[config.mk]
export PLATFORM = sky130hd
export DESIGN_NAME = imem_arb_flat
export DESIGN_NICKNAME = d
export VERILOG_FILES = /design/src/rtl/imem_arb_if.sv /design/src/rtl/imem_arb.sv /design/src/flat_wrapper.sv
export SDC_FILE = /design/constraint.sdc
export NUM_CORES = 1
export LEC_CHECK = 0
export ABC_CLOCK_PERIOD_IN_PS = 2700
export BUFFER_PORTS_ARGS = -buffer_cell sky130_fd_sc_hd__clkbuf_2
export CAP_MARGIN = 40
export CORE_ASPECT_RATIO = 1.2
export CORE_MARGIN = 4
export CORE_UTILIZATION = 40
export DETAILED_ROUTE_END_ITERATION = 10
export PLACE_DENSITY = 0.82
export SETUP_SLACK_MARGIN = 0.5
export SLEW_MARGIN = 20
export SYNTH_ARGS = -nofsm -noshare
export SYNTH_HDL_FRONTEND = slang
export SYNTH_SLANG_ARGS = --single-unit
export TNS_END_PERCENT = 20
[constraint.sdc]
create_clock -name clk -period 2.7 [get_ports clk]
set_input_delay 0.135 -clock clk [delete_from_list [all_inputs] [get_ports clk]]
set_output_delay 0.135 -clock clk [all_outputs]
set_load 0.1 [all_outputs]
[src/rtl/imem_arb_if.sv]
// -----------------------------------------------------------------------------
// imem_arb_if
// Bundle of the fetch, debug and instruction-memory signals around imem_arb.
//   f_req/f_adr      : fetch read request and byte address
//   f_gnt            : fetch request accepted this cycle
//   f_rvalid/f_rdata/f_err : fetch response (one cycle after grant)
//   d_*              : the same set for the debug/test read port
//   mem_adr          : byte address presented to the memory read port
//   mem_rd           : combinational read data returned by the memory
// Modports:
//   slave  - the arbiter side
//   master - the requesters plus the memory model
// -----------------------------------------------------------------------------
interface imem_arb_if;
   logic        f_req;
   logic [31:0] f_adr;
   logic        f_gnt;
   logic        f_rvalid;
   logic [31:0] f_rdata;
   logic        f_err;
   logic        d_req;
   logic [31:0] d_adr;
   logic        d_gnt;
   logic        d_rvalid;
   logic [31:0] d_rdata;
   logic        d_err;
   logic [31:0] mem_adr;
   logic [31:0] mem_rd;

   modport slave (
      input  f_req, f_adr, d_req, d_adr, mem_rd,
      output f_gnt, f_rvalid, f_rdata, f_err,
      output d_gnt, d_rvalid, d_rdata, d_err,
      output mem_adr
   );

   modport master (
      output f_req, f_adr, d_req, d_adr, mem_rd,
      input  f_gnt, f_rvalid, f_rdata, f_err,
      input  d_gnt, d_rvalid, d_rdata, d_err,
      input  mem_adr
   );
endinterface

[src/rtl/imem_arb.sv]
// -----------------------------------------------------------------------------
// imem_arb
// Shares the single combinational read port of the instruction memory between
// the fetch stage and a debug/test port. At most one read is granted per
// cycle; the granted side receives registered data one cycle later. Fetch has
// priority, but after MAX_WAIT consecutive lost contentions debug wins once.
// Out-of-range or misaligned addresses return err=1 with zero data.
// Ports:
//   clk   - system clock, rising edge
//   reset - asynchronous active-low reset
//   bus   - imem_arb_if.slave (fetch, debug and memory signals)
// Parameters:
//   SIZE     - memory depth in 32-bit words
//   MAX_WAIT - debug-losing cycles before debug wins a contention (1..15)
// -----------------------------------------------------------------------------
module imem_arb #(
   parameter int unsigned SIZE     = 64,
   parameter int unsigned MAX_WAIT = 4
) (
   input  logic       clk,
   input  logic       reset,
   imem_arb_if.slave  bus
);

   typedef enum logic [1:0] {
      IDLE   = 2'd0,
      F_RESP = 2'd1,
      D_RESP = 2'd2
   } state_t;

   localparam logic [3:0]  MAX_WAIT_C = 4'(MAX_WAIT);
   localparam logic [31:0] SIZE_C     = 32'(SIZE);

   // Address error check: word index out of range or not word aligned.
   // All upper bits take part, so a high alias is never treated as valid.
   function automatic logic adr_err(input logic [31:0] adr);
      adr_err = ({2'b00, adr[31:2]} >= SIZE_C) || (adr[1:0] != 2'b00);
   endfunction

   state_t      state_r;
   state_t      state_nxt_s;
   logic [3:0]  wait_cnt_r;
   logic [3:0]  wait_cnt_nxt_s;

   logic        f_gnt_s;
   logic        d_gnt_s;
   logic [31:0] mem_adr_s;
   logic        gnt_err_s;
   logic [31:0] gnt_data_s;

   logic        f_rvalid_r;
   logic [31:0] f_rdata_r;
   logic        f_err_r;
   logic        d_rvalid_r;
   logic [31:0] d_rdata_r;
   logic        d_err_r;

   // Grant decision: fetch first, debug on starvation; nothing during reset.
   always_comb begin
      f_gnt_s = 1'b0;
      d_gnt_s = 1'b0;
      if (!reset) begin
         f_gnt_s = 1'b0;
         d_gnt_s = 1'b0;
      end else if (bus.f_req && bus.d_req) begin
         if (wait_cnt_r == MAX_WAIT_C) begin
            d_gnt_s = 1'b1;
         end else begin
            f_gnt_s = 1'b1;
         end
      end else if (bus.f_req) begin
         f_gnt_s = 1'b1;
      end else if (bus.d_req) begin
         d_gnt_s = 1'b1;
      end else begin
         f_gnt_s = 1'b0;
         d_gnt_s = 1'b0;
      end
   end

   // Address mux: idle cycles park on the fetch address to keep it stable.
   always_comb begin
      mem_adr_s = bus.f_adr;
      if (d_gnt_s) begin
         mem_adr_s = bus.d_adr;
      end else begin
         mem_adr_s = bus.f_adr;
      end
   end

   // Response data for the granted address; errors never expose memory data.
   always_comb begin
      gnt_err_s  = adr_err(mem_adr_s);
      gnt_data_s = 32'h0000_0000;
      if (gnt_err_s) begin
         gnt_data_s = 32'h0000_0000;
      end else begin
         gnt_data_s = bus.mem_rd;
      end
   end

   // Starvation counter: counts debug losses, saturating, cleared otherwise.
   always_comb begin
      wait_cnt_nxt_s = 4'd0;
      if (bus.d_req && f_gnt_s) begin
         if (wait_cnt_r >= MAX_WAIT_C) begin
            wait_cnt_nxt_s = MAX_WAIT_C;
         end else begin
            wait_cnt_nxt_s = wait_cnt_r + 4'd1;
         end
      end else begin
         wait_cnt_nxt_s = 4'd0;
      end
   end

   // Next state: owner of the response presented in the following cycle.
   always_comb begin
      state_nxt_s = IDLE;
      case (state_r)
         IDLE, F_RESP, D_RESP: begin
            if (f_gnt_s) begin
               state_nxt_s = F_RESP;
            end else if (d_gnt_s) begin
               state_nxt_s = D_RESP;
            end else begin
               state_nxt_s = IDLE;
            end
         end
         default: begin
            state_nxt_s = IDLE;
         end
      endcase
   end

   // State register and starvation counter.
   always_ff @(posedge clk or negedge reset) begin
      if (!reset) begin
         state_r    <= IDLE;
         wait_cnt_r <= 4'd0;
      end else begin
         state_r    <= state_nxt_s;
         wait_cnt_r <= wait_cnt_nxt_s;
      end
   end

   // Response registers: valid/err pulse for one cycle, data holds otherwise.
   always_ff @(posedge clk or negedge reset) begin
      if (!reset) begin
         f_rvalid_r <= 1'b0;
         f_err_r    <= 1'b0;
         f_rdata_r  <= 32'h0000_0000;
         d_rvalid_r <= 1'b0;
         d_err_r    <= 1'b0;
         d_rdata_r  <= 32'h0000_0000;
      end else begin
         f_rvalid_r <= (state_nxt_s == F_RESP);
         f_err_r    <= (state_nxt_s == F_RESP) && gnt_err_s;
         d_rvalid_r <= (state_nxt_s == D_RESP);
         d_err_r    <= (state_nxt_s == D_RESP) && gnt_err_s;
         if (state_nxt_s == F_RESP) begin
            f_rdata_r <= gnt_data_s;
         end
         if (state_nxt_s == D_RESP) begin
            d_rdata_r <= gnt_data_s;
         end
      end
   end

   assign bus.f_gnt    = f_gnt_s;
   assign bus.d_gnt    = d_gnt_s;
   assign bus.mem_adr  = mem_adr_s;
   assign bus.f_rvalid = f_rvalid_r;
   assign bus.f_rdata  = f_rdata_r;
   assign bus.f_err    = f_err_r;
   assign bus.d_rvalid = d_rvalid_r;
   assign bus.d_rdata  = d_rdata_r;
   assign bus.d_err    = d_err_r;

endmodule

[src/flat_wrapper.sv]
// flat-port wrapper written by rule: the top's interface ports become plain ports
module imem_arb_flat 
#(
   parameter int unsigned SIZE     = 64,
   parameter int unsigned MAX_WAIT = 4
)
  (clk, reset, bus_f_req, bus_f_adr, bus_d_req, bus_d_adr, bus_mem_rd, bus_f_gnt, bus_f_rvalid, bus_f_rdata, bus_f_err, bus_d_gnt, bus_d_rvalid, bus_d_rdata, bus_d_err, bus_mem_adr);
  imem_arb_if bus_i ();
  input  logic clk;
  input  logic reset;
  input wire logic [$bits(bus_i.f_req)-1:0] bus_f_req;
  input wire logic [$bits(bus_i.f_adr)-1:0] bus_f_adr;
  input wire logic [$bits(bus_i.d_req)-1:0] bus_d_req;
  input wire logic [$bits(bus_i.d_adr)-1:0] bus_d_adr;
  input wire logic [$bits(bus_i.mem_rd)-1:0] bus_mem_rd;
  output wire logic [$bits(bus_i.f_gnt)-1:0] bus_f_gnt;
  output wire logic [$bits(bus_i.f_rvalid)-1:0] bus_f_rvalid;
  output wire logic [$bits(bus_i.f_rdata)-1:0] bus_f_rdata;
  output wire logic [$bits(bus_i.f_err)-1:0] bus_f_err;
  output wire logic [$bits(bus_i.d_gnt)-1:0] bus_d_gnt;
  output wire logic [$bits(bus_i.d_rvalid)-1:0] bus_d_rvalid;
  output wire logic [$bits(bus_i.d_rdata)-1:0] bus_d_rdata;
  output wire logic [$bits(bus_i.d_err)-1:0] bus_d_err;
  output wire logic [$bits(bus_i.mem_adr)-1:0] bus_mem_adr;
  assign bus_i.f_req = bus_f_req;
  assign bus_i.f_adr = bus_f_adr;
  assign bus_i.d_req = bus_d_req;
  assign bus_i.d_adr = bus_d_adr;
  assign bus_i.mem_rd = bus_mem_rd;
  assign bus_f_gnt = bus_i.f_gnt;
  assign bus_f_rvalid = bus_i.f_rvalid;
  assign bus_f_rdata = bus_i.f_rdata;
  assign bus_f_err = bus_i.f_err;
  assign bus_d_gnt = bus_i.d_gnt;
  assign bus_d_rvalid = bus_i.d_rvalid;
  assign bus_d_rdata = bus_i.d_rdata;
  assign bus_d_err = bus_i.d_err;
  assign bus_mem_adr = bus_i.mem_adr;
  imem_arb #(.SIZE(SIZE), .MAX_WAIT(MAX_WAIT)) u_core (.clk(clk), .reset(reset), .bus(bus_i));
endmodule
# Word-level counts from Yosys, hierarchy flattened
# Cells that the tools add are included.
[totals]
word_cells = 40
regBits = 74
out_inout_bits = 102
input_bits = 100
[classes]
add_sub_neg = 1
n_lt_le_gt_ge = 2
n_reduce_logical = 8
mux = 16
eq_ne = 5
[op_table]
columns = ["operator", "n"]
rows = [
  ["$mux W32", 2],
  ["$ge A30 B7 Y1 const B", 1],
  ["$mux W1", 9],
  ["$mux W4", 2],
  ["$mux W2", 3],
  ["$add A4 B1 Y4 const B", 1],
  ["$eq A2 B1 Y1 const B", 2],
  ["$eq A2 B2 Y1 const B", 2],
  ["$eq A4 B3 Y1 const B", 1],
  ["$ge A4 B3 Y1 const B", 1],
  ["$logic_and A1 B1 Y1", 4],
  ["$reduce_or A3 Y1", 1],
  ["$logic_not A2 Y1", 1],
  ["$reduce_bool A2 Y1", 1],
  ["$logic_or A1 B1 Y1", 1],
]

# Depth between registers and ports, before layout
# Gate-level depths: netlist of the first run.
[depth]
word_depth = 9
depth_mapped = 8
ltp_nobuf = 7

# Worst setup path before layout of the first run
# No wires, ideal clock.
[synth_path]
kind = "reg2reg"
start = "register u_core.wait_cnt_r[0]"
end = "register u_core.f_rdata_r[10] (netlist: u_core.bus.f_rdata[10])"
synth_period_minus_slack_ns = 2.398
n_path_buf = 1
required_time_ns = 2.578
slack_ns = 0.302
setup_ns = 0.122
stages_incl_launch_ff = 8
arrival_ns = 2.276
path_cell_list = "dfrtp_1 -> inv_1 -> ha_1 -> nand3b_2 -> o211a_1 -> nand2_1 -> clkbuf_1 -> a22o_1"
[synth_via]
word_cells_on_any_way = 16
classes_between = "order compare (1); eq/ne (2); mux (11); reduce/logical (2)"
[synth_rtl]
columns = ["item", "line_no", "rtl"]
rows = [
  ["start: declaration", "imem_arb.sv:42", "logic [3:0] wait_cnt_r;"],
  ["start signal: assignment", "imem_arb.sv:142", "wait_cnt_r <= wait_cnt_nxt_s;"],
  ["$eq A4 B3 Y1", "imem_arb.sv:66", "if (wait_cnt_r == MAX_WAIT_C) begin"],
  ["$mux W1", "imem_arb.sv:66", ""],
  ["$mux W1", "imem_arb.sv:65", "end else if (bus.f_req && bus.d_req) begin"],
  ["$mux W1", "imem_arb.sv:62", "if (!reset) begin"],
  ["via bus_f_gnt", "flat_wrapper.sv:16", "output wire logic [$bits(bus_i.f_gnt)-1:0] bus_f_gnt;"],
  ["$mux W2", "imem_arb.sv:121", "if (f_gnt_s) begin"],
  ["$mux W2", "imem_arb.sv:119", "case (state_r)"],
  ["$eq A2 B1 Y1", "imem_arb.sv:160", "if (state_nxt_s == F_RESP) begin"],
  ["end signal: assignment", "imem_arb.sv:161", "f_rdata_r <= gnt_data_s;"],
  ["end: declaration", "imem_arb.sv:52", "logic [31:0] f_rdata_r;"],
]
# The timed path passes the listed nets, and every way through them passes these cells.
# A chain may end at the register's enable or synchronous reset.

# Worst setup path in the final report of the first run
[layout_path]
start = "register u_core.wait_cnt_r[1]"
end = "output bus_mem_adr[20]"
[layout_via]
elab_chain_cells = 5
[layout_lines]
columns = ["item", "line_no", "rtl"]
rows = [
  ["$eq A4 B3 Y1", "imem_arb.sv:66", ""],
  ["$mux W1", "imem_arb.sv:66", ""],
  ["$mux W1", "imem_arb.sv:65", ""],
  ["$mux W1", "imem_arb.sv:62", ""],
  ["$mux W32", "imem_arb.sv:84", "if (d_gnt_s) begin"],
  ["end: declaration", "flat_wrapper.sv:24", "output wire logic [$bits(bus_i.mem_adr)-1:0] bus_mem_adr;"],
]
# Every way passes these cells.

==> impl_metrics.toml, run 1 <==
[timing]
slew_violations = 0
tns_ps = 0
hold_viol_final = 0
timing.final.crit_share = 0.831
fin_crit_ps = 2240
rsz0062_at_grt = "true"
skew_ps = 11.1
relSlewSlack = 0.613
hold_ws_ps = 17.9
setup_viol = 0
fmax_mhz = 446
worstMarginPinSlew_ps = 583

[detailed_routing]
via_count = 3027
vias_per_cell = 5.46
drc = 0
firstDrtPassIters = 4
wl_per_cell_um = 20.8
drtIter0Drc = 78
routed_wl_um = 11500
postRouteAntennaNets = 0

[clock_network]
clock-sinks = 74
worstSkewPairLatency_ps = 350
cts_tree = "done"
numCtsBuffers = 9
cts_root_buf = "clkbuf_8"
cts-htree-levels = 3
clk_pin_slew_ps = 90
cts_buffer_depth = 2

[final_layout]
layout-drive-gt1-share = 0.600
nNetsFinal = 559
fin_cells = 554
diodes = 0
areaGrowthSynthToFinish_pct = 66.9

[synthesis]
synth-seq-area-share = 0.578
synth_area_per_cell_um2 = 13.4
synthDistinctLibCells = 24
synth_fp_nets = 342
synth_compound_area_frac = 0.190
synth_fa_ha_area_frac = 0.00781
synth_warnings = 0
yosys.area_share.xor_xnor = 0
synth_top_family_by_area = "compound AO/OA/AOI/OAI gates"
synth-simple-area-share = 0.0761
syn_area_um2 = 3210
synth_mux_area_frac = 0.112
post-synth-top-area-fraction = 0.578
netlist_instances = 240
yosys.area.top_type = "dfrtp_1"
synthTopCellsByArea = "dfrtp_1, a22o_1, mux2_2"
ys_ff_latch = 74

[floorplanning]
die_width_um = 89.7
rows = 35
die_h_um = 106
die_area_um2 = 9520
io_pins = 202
start_util = 0.414
core-area_um2 = 7750

[global_route]
antenna_found_initial = 0
grt_pass1_wl_um = 17900
grt-ovfl-total = 0
grt_use_total = 0.239
grt_pass1_vias = 3320
grt_max_degree = 43

[critical_path]
cp_data_required_time_ps = 2570
start_kind = "register"
critical_path_class = "reg2out"
cp_max_fo = 8
worstSetupEndpointType = "output port"
worstPathArrival_ps = 2110

[min_path]
hold_path_class = "in2reg"

[outcome]
outcome = "completed"

[place]
io_buffer_count = 201
place_inst = 528
dpl.hpwl_um = 8870
gp_congestion = 0.884

[flow_run]
cap_violations = 0

[power]
total_power_mw = 2.85
vdd_drop_max_uv = 287
p_leak_nw = 2.87
power_density_nw_per_um2 = 532
## cells in the final DEF, fill, tap and decap left out, types with 2 or more instances in the layout
cell | Yosys | final
clkbuf_2 | 0 | 167
dfrtp_1 | 74 | 74
a22o_1 | 64 | 64
buf_12 | 0 | 39
mux2_4 | 0 | 26
nor4_1 | 15 | 15
buf_4 | 0 | 12
clkbuf_8 | 0 | 10
mux2_2 | 32 | 6
nor2_1 | 7 | 6
nand2_1 | 5 | 5
inv_1 | 7 | 5
nand3_1 | 3 | 3
inv_2 | 0 | 2
a21oi_4 | 2 | 2
nor4b_1 | 2 | 2
nand4_1 | 2 | 2
and3_1 | 2 | 2
bufinv_16 | 0 | 2
clkinv_4 | 0 | 2
## state kept, by name (all words and copies together) (netlist names)
name and flops:
u_core.bus.f_rdata 32, u_core.bus.d_rvalid 1, u_core.bus.d_err 1, u_core.bus.f_err 1, u_core.bus.d_rdata 32, u_core.state_r 2
u_core.bus.f_rvalid 1, u_core.wait_cnt_r 4
## cells by family after synthesis
kind of cell    count (synthesis)
buf+inv                        22
simple gates                   41
flops                          74
other cells                     1
fa+ha+maj                       2
compound gates                 68
mux                            32
## power by group
| part | total, mW | switching (mW) | internal (mW) |
|---|---|---|---|
| Sequential | 1.12 | 0.00323 | 1.11 |
| Combinational | 0.733 | 0.460 | 0.273 |
| Clock | 0.996 | 0.438 | 0.559 |
| Total | 2.85 | 0.901 | 1.94 |
## synth_stat cells, drive strengths merged
master,n
nor4,15
nor2,7
nor4b,2
buf,9
and3,2
o211a,1
mux2,32
and4b,1
clkbuf,6
dfrtp,74
and4,1
conb,1
nand3,3
or4,1
a22o,64
nand4,2
inv,7
and2,1
ha,2
nand2,5
nand3b,1
a21oi,3
## per-layer routing
layer	global-route usage	vias up	wire length, µm
met5	0	-	0
met4	0.124	0	310
met3	0.0651	19	971
met2	0.420	167	5940
met1	0.266	1479	4280
li1	-	1362	-
## area by class of cell
class | count | area (µm²)
clock buffer | 10 | 138
clock inverter | 6 | 97.6
fill | 553 | 2400
inverter | 7 | 26.3
multi-input combinational | 144 | 1360
sequential | 74 | 1850
tap | 92 | 115
timing repair buffer | 221 | 1760
## worst paths after layout
check                                                         from                                 end  slack, ps  cells past startpoint
worst min register to register  u_core.bus.f_rdata[22]$_DFFE_PN0P_  u_core.bus.f_rdata[22]$_DFFE_PN0P_        510                      1
max in group asynchronous                                    reset   u_core.bus.d_rdata[0]$_DFFE_PN0P_       1660                      4
worst max-delay path                u_core.wait_cnt_r[1]$_DFF_PN0_                     bus_mem_adr[20]        460                      8
worst min-delay path                                bus_mem_rd[19]  u_core.bus.f_rdata[19]$_DFFE_PN0P_         20                      2
min in group asynchronous                                    reset  u_core.bus.d_rdata[15]$_DFFE_PN0P_        480                      3
worst max register to register      u_core.wait_cnt_r[0]$_DFF_PN0_  u_core.bus.f_rdata[11]$_DFFE_PN0P_        510                     10
## through the flow
stage	utilization	instance area, µm²	setup slack, ps
4_1_cts	0.683	5290	467
2_1_floorplan	-	3210	438
3_5_place_dp	0.623	4830	543
6_report	0.690	5350	457
3_3_place_gp	0.620	4810	634
5_1_grt	0.690	5350	392
## timing repair
action / 4_1_cts / 5_1_grt
setup buffers: 6 / 2
hold buffers: 1 / 0
endpoints found under the setup margin: 32 / 86
pin swaps: 1 / 2
gates cloned: 1 / 0
resized for setup: 32 / 11
hold endpoints to repair: 41 / 0
## critical path, cell delays in order, from the launching register on
cell and delay [ps]:
dfrtp_1 400, inv_2 90, ha_4 150, nand3b_4 90, a21oi_4 230, buf_12 150
buf_12 130, mux2_4 340, buf_12 170
Note: power is estimated with default switching activity, not from simulation.
==> run 2: changes to the inputs <==
- ABC_CLOCK_PERIOD_IN_PS: 2700 -> 2230
- clock period: 2.7 -> 2.23 ns (I/O delays scaled with it)
==> run 2 against run 1 <==
Compared with the run above: critical path depth is the same; worst setup slack got worse by 430 ps; cell count grew 2.2%; cell area increased by 2.6%; wire length up 2.7%; non-clock buffer count grew 12; global-route usage down 0.17 points; register-to-register slack worse by 320 ps; sequential cell count unchanged; combinational power rose by 24%; clock power rose by 13%; via count grew 1.1%; largest power group unchanged.
==> impl_metrics.toml, run 2 (same netlist as run 1, synthesis figures left out) <==
[place]
io_buffer_count = 201
gp_congestion = 0.860
dpl.hpwl_um = 8800
postPlaceCellArea_um2 = 4960
place_inst = 528
pre_cts_ws_ps = 272

[global_route]
grt_pass1_wl_um = 17800
antenna_found_initial = 0
use_met1 = 0.269
grt_use_total = 0.237
met3_usage = 0.0510
grt-ovfl-total = 0
grt.met2_usage = 0.441
grt.busiest_layer = "met2"
grt_max_degree = 42
grt_pass1_vias = 3313

[timing]
slew_violations = 0
setup_viol = 0
fmax_mhz = 455
worstMarginPinSlew_ps = 582
fin_crit_ps = 2200
hold_ws_ps = 16.5
hold_viol_final = 0
setup_slack_ps = 30.2
relSlewSlack = 0.614
timing.final.crit_share = 0.986
skew_ps = 12.8
rsz0062_at_grt = "true"
tns_ps = 0

[power]
p_leak_nw = 2.93
swShare = 0.313
combPwrFrac = 0.269
netSwitchingPower_mw = 1.06
vdd_drop_max_uv = 432
cellInternalPower_mw = 2.33
total_power_mw = 3.39
power_density_nw_per_um2 = 618
clkPwrFrac = 0.332
seqPwrFrac = 0.399

[final_layout]
fin_cells = 566
layout_commonest_cell = "clkbuf_2"
seq_area_um2 = 1850
num-fill-cells = 562
fin_util = 0.708
layout-drive-gt1-share = 0.584
diodes = 0
layout_common_cells = "clkbuf_2, dfrtp_1, a22o_1"
final_area_um2 = 5490
nNetsFinal = 571
areaGrowthSynthToFinish_pct = 71.2
multi_input_area_um2 = 1400

[detailed_routing]
wl_per_cell_um = 20.9
routed_wl_um = 11800
drtIter0Drc = 97
vias_per_cell = 5.41
drc = 0
postRouteAntennaNets = 0
via_count = 3061
firstDrtPassIters = 4

[outcome]
outcome = "completed"

[floorplanning]
rows = 35
start_util = 0.414
io_pins = 202
die_h_um = 106
core-area_um2 = 7750
die_width_um = 89.7
die_area_um2 = 9520

[critical_path]
start_kind = "register"
worstSetupEndpointType = "output port"
critical_path_class = "reg2out"
cp_data_required_time_ps = 2120
worstPathArrival_ps = 2090
cp_max_fo = 5

[min_path]
hold_path_class = "in2reg"

[clock_network]
clock-sinks = 74
numCtsBuffers = 9
cts_root_buf = "clkbuf_8"
cts-htree-levels = 3
worstSkewPairLatency_ps = 330
cts_buffer_depth = 2
cts_tree = "done"
clk_pin_slew_ps = 80

[flow_run]
cap_violations = 0
run 2: power groups by stage:
stage                     combinational, mW  sequential [mW]  clock [mW]
after floorplan                       0.459             1.40           0
after global placement                0.846             1.38           0
after detailed placement              0.861             1.38           0
after CTS                             0.885             1.35        1.15
after global routing                  0.943             1.35        1.22
final                                 0.912             1.35        1.13
run 2: timing repair:
item | in CTS | in global routing
pin swaps | 1 | 2
gates resized for setup | 5 | 7
hold buffers | 10 | 4
setup buffers | 1 | 4
cloned | 0 | 3
setup endpoints to repair | 67 | 101
endpoints found under the hold margin | 44 | 5
run 2: area by class of cell:
type,count,share of cell area
multi-input cells,144,0.255
clock inverters,6,0.0164
flip-flops and latches,74,0.337
clock buffers,10,0.0233
repair buffers,233,0.342
inverters,7,0.00479
well taps,92,0.0210
run 2: worst max-delay path: stages (launching register included):
cell and delay, ps:
dfrtp_1 410, inv_2 90, ha_4 150, nand3b_4 100, a21oi_4 230, buf_12 160, clkbuf_16 140, mux2_4 320
buf_12 170
run 2: path summary, 6_finish.rpt:
check / start / to / slack [ps] / depth (start not counted)
max: u_core.wait_cnt_r[0]$_DFF_PN0_ / bus_mem_adr[15] / 30 / 8
min: bus_mem_rd[5] / u_core.bus.d_rdata[5]$_DFFE_PN0P_ / 20 / 2
max reg2reg: u_core.wait_cnt_r[0]$_DFF_PN0_ / u_core.bus.f_rdata[14]$_DFFE_PN0P_ / 190 / 9
min reg2reg: u_core.wait_cnt_r[0]$_DFF_PN0_ / u_core.wait_cnt_r[0]$_DFF_PN0_ / 500 / 1
max in group asynchronous: reset / u_core.bus.f_rdata[21]$_DFFE_PN0P_ / 1300 / 4
min in group asynchronous: reset / u_core.bus.d_rdata[26]$_DFFE_PN0P_ / 430 / 4
run 2: layer usage:
layer | up-vias | routed length (µm)
met2 | 126 | 6470
met5 | - | 0
met4 | 0 | 255
met3 | 25 | 735
met1 | 1516 | 4350
li1 | 1394 | -
==> run 3: changes to the inputs <==
- ABC_AREA: default -> 1
- PLACE_DENSITY: 0.82 -> 0.79
==> run 3 against run 2 <==
Compared with the run above: the flow now finishes with violations (setup timing); total power is 7.5% higher; first-iteration DRC count grew to 2.9 times the previous value; global-route usage is 2.6 points higher; wire length is 28% higher; non-clock buffer count is 18 higher; critical path depth is 9 higher; worst hold slack worse by 1.3 ps; worst setup slack worse by 110 ps; via count is 45% higher; area after synthesis is 15% higher; critical path type is now reg2reg; largest cell class unchanged; highest routed layer unchanged.
==> impl_metrics.toml, run 3 <==
[final_layout]
areaGrowthSynthToFinish_pct = 82.5
layout_commonest_cell = "clkbuf_2"
fin_util = 0.746
layout-drive-gt1-share = 0.528
nNetsFinal = 792
layout_common_cells = "clkbuf_2, nand2_1, dfrtp_1"
diodes = 0

[clock_network]
cts_root_buf = "clkbuf_8"
cts-htree-levels = 3
numCtsBuffers = 9
cts_tree = "done"
cts_buffer_depth = 2
clock-sinks = 74
clk_pin_slew_ps = 80
worstSkewPairLatency_ps = 360

[global_route]
grt_pass1_wl_um = 22100
grt_use_total = 0.264
antenna_found_initial = 0
grt_max_degree = 41
grt-ovfl-total = 0
grt_pass1_vias = 4442

[synthesis]
synth_fp_nets = 563
async_reset_ff_frac = 1.00
synth_area_per_cell_um2 = 8.01
syn_area_um2 = 3690
synth-seq-area-share = 0.502
synth_edf_count = 0
yosys_most_used_dff = "dfrtp_1"
synthTopCellsByArea = "dfrtp_1, nand2_1, nand4_1"
yosysMostFrequentCell = "nand2_1"
synth_warnings = 0
synth_common_cells = "nand2_1, dfrtp_1, nand4_1"
synthDistinctLibCells = 23
netlist_instances = 461
post-synth-top-area-fraction = 0.502
ys_ff_latch = 74
yosys.area.top_type = "dfrtp_1"

[power]
clkPwrFrac = 0.295
cellInternalPower_mw = 2.34
netSwitchingPower_mw = 1.30
p_leak_nw = 3.64
swShare = 0.358
vdd_drop_max_uv = 318
total_power_mw = 3.65
combPwrFrac = 0.333
power_density_nw_per_um2 = 541
seqPwrFrac = 0.372

[floorplanning]
die_width_um = 95.7
die_area_um2 = 10800
io_pins = 202
core-area_um2 = 9030
start_util = 0.409
rows = 38
die_h_um = 113

[place]
io_buffer_count = 201
dpl.hpwl_um = 9930
gp_congestion = 0.863

[outcome]
outcome = "finished with violations"
failed_checks = "setup timing"

[critical_path]
startpoint = "u_core.wait_cnt_r[0]$_DFF_PN0_"
start_kind = "register"
crit_chain = "inv_1 -> ha_2 -> nand3_2 -> nand2_4 -> nand2_8 -> buf_12 -> buf_8 -> nand2_8 -> nand2_8 -> nor2_4 -> nand3_2 -> nor2_4 -> buf_12 -> buf_12 -> clkbuf_16 -> nand4_1 -> nand2_1"
cp_num_buf_inv = 6
cp_data_required_time_ps = 2520
worstPathArrival_ps = 2600
crit_family = "simple AND/OR/NAND/NOR gates"
r2r_setup_slack_ps = -80
cpMaxStageDelayCell = "dfrtp_1"
r2r-end = "u_core.bus.f_rdata[29]$_DFFE_PN0P_"
worstSetupEndpointType = "register"
cp_max_fo = 6
r2r-start = "u_core.wait_cnt_r[0]$_DFF_PN0_"
cpPeakStageDelay_ps = 390
critical_path_class = "reg2reg"
r2r_cells = 17
crit_path_end = "u_core.bus.f_rdata[29]$_DFFE_PN0P_"
path_depth = 17

[timing]
worstMarginPinSlew_ps = 630
fin_crit_ps = 2310
timing.final.crit_share = 1.04
setup_slack_ps = -81.4
hold_viol_final = 0
skew_ps = 10.5
setup_viol = 54
rsz0062_at_grt = "true"
tns_ps = -1320
relSlewSlack = 0.582
slew_violations = 0
fmax_mhz = 433

[detailed_routing]
postRouteAntennaNets = 0
routed_wl_um = 15200
drc = 0
vias_per_cell = 5.45
firstDrtPassIters = 5
via_count = 4443
wl_per_cell_um = 18.6
drtIter0Drc = 280

[flow_run]
cap_violations = 0

[min_path]
hold_depth = 3
hold_path_class = "in2reg"
run 3: cell count changes in the layout (fill, tap and decap cells not counted), moves of 11 or more:
cell	delta
nand2_8	+23
a22o_1	-64
nor4_1	-15
mux2_4	-32
nand2_2	+22
inv_1	+11
nand2_4	+13
nand4_1	+63
nand2_1	+146
nand3_2	+16
run 3: worst min-delay path by stage:
stage	startpoint	end	slack, ps
CTS	bus_mem_rd[5]	u_core.bus.d_rdata[5]$_DFFE_PN0P_	4
finish	bus_mem_rd[5]	u_core.bus.d_rdata[5]$_DFFE_PN0P_	20
global route	bus_mem_rd[20]	u_core.bus.f_rdata[20]$_DFFE_PN0P_	20
floorplan	reset	u_core.bus.d_err$_DFF_PN0_	-180
detailed placement	reset	u_core.wait_cnt_r[3]$_DFF_PN0_	210
global placement	bus_mem_rd[19]	u_core.bus.f_rdata[19]$_DFFE_PN0P_	370
run 3: repair_timing:
action	in CTS	in global routing
hold buffers	4	0
pin swaps	9	13
cloned	5	5
buffers inserted	9	5
gates resized for setup	54	48
hold endpoints to repair	38	0
endpoints found under the setup margin	100	100
run 3: layer usage:
metal / global-route usage / wire length (µm)
met1: 0.295 / 5240
met2: 0.460 / 7730
met3: 0.0944 / 1880
met4: 0.0863 / 302
met5: 0 / 0
run 3: cells by family after synthesis:
kind of cell               Yosys count  synth area share
other                                1           0.00102
buffers and inverters               59            0.0918
AOI/OAI and AO/OA                    9            0.0132
adders and majority gates            2           0.00678
DFF                                 74             0.502
and+or+nand+nor                    316             0.386
run 3: worst register-to-register path, cell delays in order (launching register included):
cell and delay (ps):
dfrtp_1 390, inv_1 70, ha_2 180, nand3_2 90
nand2_4 110, nand2_8 80, buf_12 150, buf_8 130
nand2_8 60, nand2_8 60, nor2_4 110, nand3_2 100
nor2_4 140, buf_12 160, buf_12 120, clkbuf_16 130
nand4_1 90, nand2_1 90
run 3: layout make-up:
type                       count  area [µm²]
sequential                    74        1850
fill                         591        2290
multi-input combinational    328        2190
timing repair buffer         251        2240
inverter                      26         100
clock inverter                 5        52.6
clock buffer                  11         151
tap                          120         150
run 3: power by group through the flow:
| stage | registers, mW | clock network (mW) | logic (mW) |
|---|---|---|---|
| global placement | 1.38 | 0 | 1.08 |
| CTS | 1.35 | 1.08 | 1.16 |
| global route | 1.36 | 1.15 | 1.26 |
| finish | 1.35 | 1.08 | 1.21 |
| floorplan | 1.41 | 0 | 0.615 |
| detailed placement | 1.38 | 0 | 1.09 |
run 3: per-stage QoR:
stage | cells | instance area (µm²) | worst slack [ps] | hold slack, ps
finish | 815 | 6740 | -81.4 | 15.2
global route | 815 | 6740 | -163 | 17.3
CTS | 805 | 6420 | -23.5 | 4.25
detailed placement | 771 | 5720 | -129 | 206
global placement | 770 | 5700 | 2.55 | 371
floorplan | 461 | 4060 | 108 | -184
